[src/rtl/uart_tx_fifo.sv]
// Buffered UART transmitter: bus writes fill a DEPTH-entry FIFO, and a frame FSM
// serialises each character on TxD (start, LSB-first data, optional parity, 1-2 stop bits).
`timescale 1ns/1ps

module uart_tx_fifo #(
    parameter int DATA_W     = 8,
    parameter int DEPTH      = 8,
    parameter int OVERSAMPLE = 16
) (
    input  logic                     clk,
    input  logic                     rst,
    input  logic                     Enable,
    input  logic                     IOCS,
    input  logic                     IORW,
    input  logic [1:0]               IOADDR,
    input  logic [DATA_W-1:0]        DATA,
    input  logic [1:0]               parity_mode,
    input  logic                     two_stop,
    output logic                     TxD,
    output logic                     TBR,
    output logic                     tx_busy,
    output logic [$clog2(DEPTH):0]   fifo_count,
    output logic                     overflow
);

    localparam int AW = $clog2(DEPTH);
    localparam int TW = (OVERSAMPLE > 1) ? $clog2(OVERSAMPLE) : 1;
    localparam int BW = $clog2(DATA_W);

    typedef enum logic [2:0] {
        ST_IDLE,
        ST_START,
        ST_DATA,
        ST_PARITY,
        ST_STOP
    } state_t;

    logic [DATA_W-1:0] mem [DEPTH];
    logic [AW-1:0]     wr_ptr;
    logic [AW-1:0]     rd_ptr;

    state_t            state;
    logic [TW-1:0]     tick;
    logic [BW-1:0]     bit_cnt;
    logic [DATA_W-1:0] shift;
    logic              parity_on;
    logic              parity_bit;
    logic              two_stop_q;

    logic              push_req;
    logic              clr_req;
    logic              full;
    logic              empty;
    logic              bit_end;
    logic              stop_done;
    logic              pop;
    logic              push;
    logic [DATA_W-1:0] head;

    assign push_req  = IOCS && !IORW && (IOADDR == 2'b00);
    assign clr_req   = IOCS && !IORW && (IOADDR == 2'b01) && DATA[0];
    assign full      = (fifo_count == (AW+1)'(DEPTH));
    assign empty     = (fifo_count == '0);
    assign bit_end   = Enable && (tick == TW'(OVERSAMPLE - 1));
    assign stop_done = (state == ST_STOP) && bit_end && (bit_cnt == BW'(two_stop_q));

    // A new frame starts on an Enable tick from IDLE, or directly at the end of
    // the last stop bit so consecutive frames have no idle gap.
    assign pop  = !empty && (((state == ST_IDLE) && Enable) || stop_done);
    assign push = push_req && (!full || pop);
    assign head = mem[rd_ptr];

    assign TBR     = !full;
    assign tx_busy = (state != ST_IDLE) || !empty;

    // NOTE: the character storage carries no reset; only pointers and count
    // define which entries are valid, so clearing the array would be wasted logic.
    always_ff @(posedge clk) begin
        if (push) begin
            mem[wr_ptr] <= DATA;
        end
    end

    always_ff @(posedge clk or negedge rst) begin
        if (!rst) begin
            wr_ptr     <= '0;
            rd_ptr     <= '0;
            fifo_count <= '0;
            overflow   <= 1'b0;
        end else begin
            if (push) begin
                wr_ptr <= wr_ptr + AW'(1);
            end
            if (pop) begin
                rd_ptr <= rd_ptr + AW'(1);
            end
            case ({push, pop})
                2'b10:   fifo_count <= fifo_count + 1'b1;
                2'b01:   fifo_count <= fifo_count - 1'b1;
                default: fifo_count <= fifo_count;
            endcase
            if (push_req && !push) begin
                overflow <= 1'b1;
            end else if (clr_req) begin
                overflow <= 1'b0;
            end
        end
    end

    // NOTE: every register here uses <= so all branches see the pre-edge state,
    // e.g. TxD takes shift[1] because shift moves on the same edge.
    always_ff @(posedge clk or negedge rst) begin
        if (!rst) begin
            state      <= ST_IDLE;
            tick       <= '0;
            bit_cnt    <= '0;
            shift      <= '0;
            parity_on  <= 1'b0;
            parity_bit <= 1'b0;
            two_stop_q <= 1'b0;
            TxD        <= 1'b1;
        end else if (pop) begin
            state      <= ST_START;
            tick       <= '0;
            bit_cnt    <= '0;
            shift      <= head;
            parity_on  <= (parity_mode == 2'b01) || (parity_mode == 2'b10);
            parity_bit <= (^head) ^ (parity_mode == 2'b10);
            two_stop_q <= two_stop;
            TxD        <= 1'b0;
        end else begin
            if (Enable && (state != ST_IDLE)) begin
                tick <= bit_end ? '0 : tick + TW'(1);
            end
            case (state)
                ST_IDLE: begin
                    TxD <= 1'b1;
                end
                ST_START: begin
                    if (bit_end) begin
                        state <= ST_DATA;
                        TxD   <= shift[0];
                    end
                end
                ST_DATA: begin
                    if (bit_end) begin
                        shift <= shift >> 1;
                        if (bit_cnt == BW'(DATA_W - 1)) begin
                            bit_cnt <= '0;
                            if (parity_on) begin
                                state <= ST_PARITY;
                                TxD   <= parity_bit;
                            end else begin
                                state <= ST_STOP;
                                TxD   <= 1'b1;
                            end
                        end else begin
                            bit_cnt <= bit_cnt + BW'(1);
                            TxD     <= shift[1];
                        end
                    end
                end
                ST_PARITY: begin
                    if (bit_end) begin
                        state <= ST_STOP;
                        TxD   <= 1'b1;
                    end
                end
                ST_STOP: begin
                    if (bit_end) begin
                        if (stop_done) begin
                            state   <= ST_IDLE;
                            bit_cnt <= '0;
                        end else begin
                            bit_cnt <= bit_cnt + BW'(1);
                        end
                    end
                end
                default: begin
                    state <= ST_IDLE;
                    TxD   <= 1'b1;
                end
            endcase
        end
    end

endmodule

[config.mk]
export PLATFORM = sky130hd
export DESIGN_NAME = uart_tx_fifo
export DESIGN_NICKNAME = d
export VERILOG_FILES = /design/src/rtl/uart_tx_fifo.sv
export SDC_FILE = /design/constraint.sdc
export NUM_CORES = 1
export LEC_CHECK = 0
export ABC_AREA = 1
export CORE_MARGIN = 2
export CORE_UTILIZATION = 25
export CTS_CLUSTER_SIZE = 14
export DETAILED_ROUTE_END_ITERATION = 10
export SLEW_MARGIN = 20
export SYNTH_ARGS = -nofsm -noshare
export SYNTH_HDL_FRONTEND = slang
export SYNTH_SLANG_ARGS = --single-unit
[constraint.sdc]
create_clock -name clk -period 7.07 [get_ports clk]
set_clock_uncertainty 0.15 [all_clocks]
set_input_delay 1.7675 -clock clk [delete_from_list [all_inputs] [get_ports clk]]
set_output_delay 1.7675 -clock clk [all_outputs]
set_load 0.03 [all_outputs]
[Word-level counts from Yosys, hierarchy flattened]
Memories as Yosys holds them, arrays and structs flattened.
Cells that the tools add are included.
Storage, ports and cells
  flip-flop bits (word level): 33
  memory bits (writable): 64
  input bits: 18
  output and inout bits: 8
  logic and storage cells: 109
  memories kept: 1
Operators by class
  add/sub/neg operators: 6
  eq/ne operators: 21
  muxes and demuxes: 33
  bitwise operators: 1
  reductions and logical operators: 35
Memory list
  mem: words 8, bits a word 8, read ports 1, clocked after memory_dff 0, write ports 1, line 38  | logic [DATA_W-1:0] mem [DEPTH];
Operators by type and width (number)
  two-way mux 3 bit: 13
  two-way mux 8 bit: 3
  != test 3 bit (second input constant): 6
  one-hot mux 3 bit (5 select lines): 1
  logical AND 1 bit: 12
  two-way mux 4 bit: 3
  two-way mux 1 bit: 10
  nonzero test 2 bit: 5
  adder 3 x 1 -> 3 bit (second input constant): 3
  adder 4 x 1 -> 4 bit (second input constant): 2
  equality test 4 bit (second input constant): 2
  one-hot mux 4 bit (2 select lines): 1
  XOR reduction 8 bit: 1
  AND reduction 7 bit: 1
  equality test 2 x 1 -> 1 bit (second input constant): 3
  equality test 3 x 2 -> 1 bit (second input constant): 2
  equality test 3 bit (second input constant): 2
  one-hot mux 3 bit (2 select lines): 1
  nonzero test 3 bit: 2
  equality test 2 bit (second input constant): 2
  logical NOT 1 bit: 4
  logical NOT 4 bit: 1
  logical OR 1 bit: 4
  != test 2 bit (second input constant): 2
  other kinds (10): 10

[Depth between registers and ports, before layout]
  depth in word-level cells: 11
  mapped depth: 19
  mapped depth without buffers: 19

[Worst setup path before layout]
No wires, ideal clock.
  path type: input -> register
  start: input Enable
  end: memory mem[3][0], enable pin
  library setup time: 383 ps
  arrival: 3163 ps
  required time: 6537 ps
  path slack: 3374 ps
  cell stages on the path: 10
  path buffers: 0
  path through: nand4_2 clkinv_4 nand3_2 nand2_2 nand2_4 nand2_1 nand2_2 inv_2 nand2_1 nor3_1
Between the ends
  word-level cells in the longest chain between the ends: 9
  elaborated cells on any way between the ends: 10
  classes of those cells: mux: 2; reduce/logical: 8
Ends and longest elaborated chain
  from (decl): line 12  | input logic Enable,
  logical AND 1 bit: line 64  | assign bit_end = Enable && (tick == TW'(OVERSAMPLE - 1));
  logical AND 1 bit (2 in series): line 65  | assign stop_done = (state == ST_STOP) && bit_end && (bit_cnt == BW'(two_stop_q));
  logical OR 1 bit (*): line 69  | assign pop = !empty && (((state == ST_IDLE) && Enable) || stop_done);
  logical AND 1 bit (*): line 69
  logical OR 1 bit (*): line 70  | assign push = push_req && (!full || pop);
  logical AND 1 bit (*): line 70
  two-way mux 1 bit (*): line 79  | if (push) begin
  two-way mux 1 bit (not written as such) (*): line 80  | mem[wr_ptr] <= DATA;
  to (decl): line 38
Mark *: on every way between the ends. The rest lies on a longest branch, timed or not.

[Final worst setup path]
  start: input Enable
  end: memory mem[3][2], enable pin
The elaborated chain is that of the path after synthesis.

==> results.cfg <==
[status]
status = finished, final reports clean

[critical_path]
cp_max_fo = 31
reg2reg_slack_ns = 3.99
cp.required_ns = 6.90
crit_type = input port to register
endpoint_kind = register
cp.arrival_ns = 4.24
crit_path_start_kind = input port

[grt]
gr-total-overflow = 0
grt_pass1_vias = 3363
track_usage_pct = 11.3
grt_max_degree = 35
antenna_found_initial = 0
grt_first_pass_wirelength_um = 17500

[timing]
slew_headroom_pct = 33.2
fmax_mhz = 227
worst_slew_pin_slew_ns = 0.995
finalSetupTns_ns = 0
period_share_pct = 62.3
final_hold_viol_count = 0
drv_slew = 0
layout_min_cycle_time_ns = 4.41
setup_violations = 0
grt_setup_unrepaired = false

[placement]
dpl.hpwl_um = 7550
portBuffers = 25
place.gp.congestion = 0.794
post-place-cells = 807

[pwr]
p_clk_share_pct = 20.4
pwr-share-comb_pct = 43.5
switching_power_uw = 969
p_per_area_mw_per_mm2 = 403
internal-power_uw = 1290
total_power_uw = 2260
pwr-share-seq_pct = 36.1
switching_share_pct = 42.9
leakagePower_uw = 0.00243
ir_drop_mv = 0.140

[synthesis]
netlist_instances = 532
netlist_top_cells_area = edfxtp_1 (39%), dfrtp_1 (16%), nand2_1 (12%)
ys.flop_type = edfxtp_1
yosysTopAreaCellShare_pct = 39.4
synthArstFlopShare_pct = 34.0
syn_area_mm2 = 0.00488
synth-seq-cells = 97
synth_edf_count = 64
yosysTopAreaCell = edfxtp_1
synth_area_per_cell_um2 = 9.17
yosysSeqAreaShare_pct = 56.3
syn-num-nets = 559
yosys_warnings = 0
yosysUniqueCellTypes = 44

[clocking]
cts-root-buf = clkbuf_16
cts_tree = built
cts-resized-gates = 0
cts_max_path_buffers = 2
clk_pin_slew_ns = 0.07
cts_buffers = 9
clk_latency_ns = 0.36
cts_hold_buf = 0
cts.sinks = 97
htreeDepth = 3
post-cts-setup-buffers = 0

[floorplan]
core_area_mm2 = 0.0193
ios = 26
die_h_um = 144
die_x_um = 144
dieArea_mm2 = 0.0207
rows = 51
floorplan.initialDensity_pct = 25.2

[cells_and_area]
syn_to_final_growth_pct = 14.9
final_cell_mix = nand2_1 (161), inv_1 (64), edfxtp_1 (64), nand3_1 (55), nor2_1 (34)
final_cells = 823
drive_above_1_share_pct = 9.50
diodes = 0
final_common_cell = nand2_1
nets = 580
fin_util_pct = 29.0
fill_cells = 1987

[routing]
post_drt_wl_per_cell_um = 12.9
ant_nets = 0
num_vias = 3439
routed_wl_um = 10600
vias_per_cell = 4.18
drt_iter0_drc = 280
drc = 0
drt_first_pass_iters = 5

[worst_hold_path]
hold_class = register to register

[job]
cap_violations = 0
power groups by stage:
stage / sequential [uW] / combinational (uW) / clock (uW)
2_1_floorplan: 820 / 782 / 0
5_1_grt: 832 / 1140 / 487
3_5_place_dp: 827 / 990 / 0
3_3_place_gp: 828 / 982 / 0
6_report: 816 / 983 / 461
4_1_cts: 816 / 996 / 470
synth_stat cells (2+ instances only):
cell	instances
a21oi_1	7
a22oi_1	2
buf_2	3
buf_4	4
buf_6	7
dfrtp_1	32
edfxtp_1	64
ha_1	8
inv_1	64
inv_2	11
nand2_1	161
nand2_2	4
nand2_4	2
nand3_1	55
nand3_2	3
nand4_1	3
nor2_1	34
nor2_2	4
nor2_4	2
nor3_1	3
o211ai_1	2
o21ai_0	22
o21ai_1	4
o21ai_2	4
o221ai_1	3
xnor2_1	2
xor2_1	5
through the flow:
step | worst slack [ns] | instance area, um^2 | hold slack (ns)
5_1_grt | 2.42 | 5610 | 0.361
6_report | 2.66 | 5610 | 0.327
3_3_place_gp | 2.36 | 5330 | 0.312
3_5_place_dp | 2.30 | 5330 | 0.321
4_1_cts | 2.66 | 5610 | 0.331
2_1_floorplan | 3.37 | 4880 | 0.299
sequential cells by signal (all words and copies together) (netlist names):
signal and cells:
two_stop_q 1, wr_ptr 3, overflow 1, mem 64
rd_ptr 3, fifo_count 4, tick 4, bit_cnt 3
parity_on 1, shift 8, parity_bit 1, state 3
TxD 1
worst max-delay path, stage by stage:
cell and delay, ns:
clkdlybuf4s50_1 0.53, nand4_2 0.20, clkinv_4 0.12, nand3_2 0.12, nand2_2 0.10, nand2_4 0.18, nand2_1 0.14, nand2_2 0.07
inv_2 0.08, nand2_1 0.12, nor3_1 0.79
routing by layer:
metal | GRT usage (%) | part of all wire (%) | wire length (um)
met2 | 17.4 | 47 | 4980
met3 | 2.37 | 4.0 | 422
met5 | 0 | 0 | 0
met1 | 14.9 | 46 | 4940
met4 | 6.04 | 2.9 | 306
cell families after synthesis:
kind of cell | synth area share (%)
simple gates | 25.3
flops | 56.3
buf+inv | 8.64
compound gates | 6.03
fa+ha+maj | 2.46
xor+xnor | 1.26
layout make-up:
type                            count  area [um^2]  share of cell area (%)
Sequential cell                    97         2750                    49.0
Tap cell                          265          332                    5.92
Multi-Input combinational cell    343         1710                    30.5
Inverter                           76          290                    5.18
Clock buffer                       11          233                    4.15
Clock inverter                      5         40.0                   0.714
Timing Repair Buffer               26          253                    4.51
path summary, 6_finish.rpt:
path | startpoint | end | depth (start not counted)
setup / recovery | Enable | mem[3][2] | 11
hold / removal | TxD | TxD | 2
setup reg to reg | tick[0] | mem[3][2] | 11
hold reg to reg | TxD | TxD | 2
max in group asynchronous | rst | shift[6] | 1
min in group asynchronous | rst | shift[1] | 1
Power figures use the tool's default switching activity.
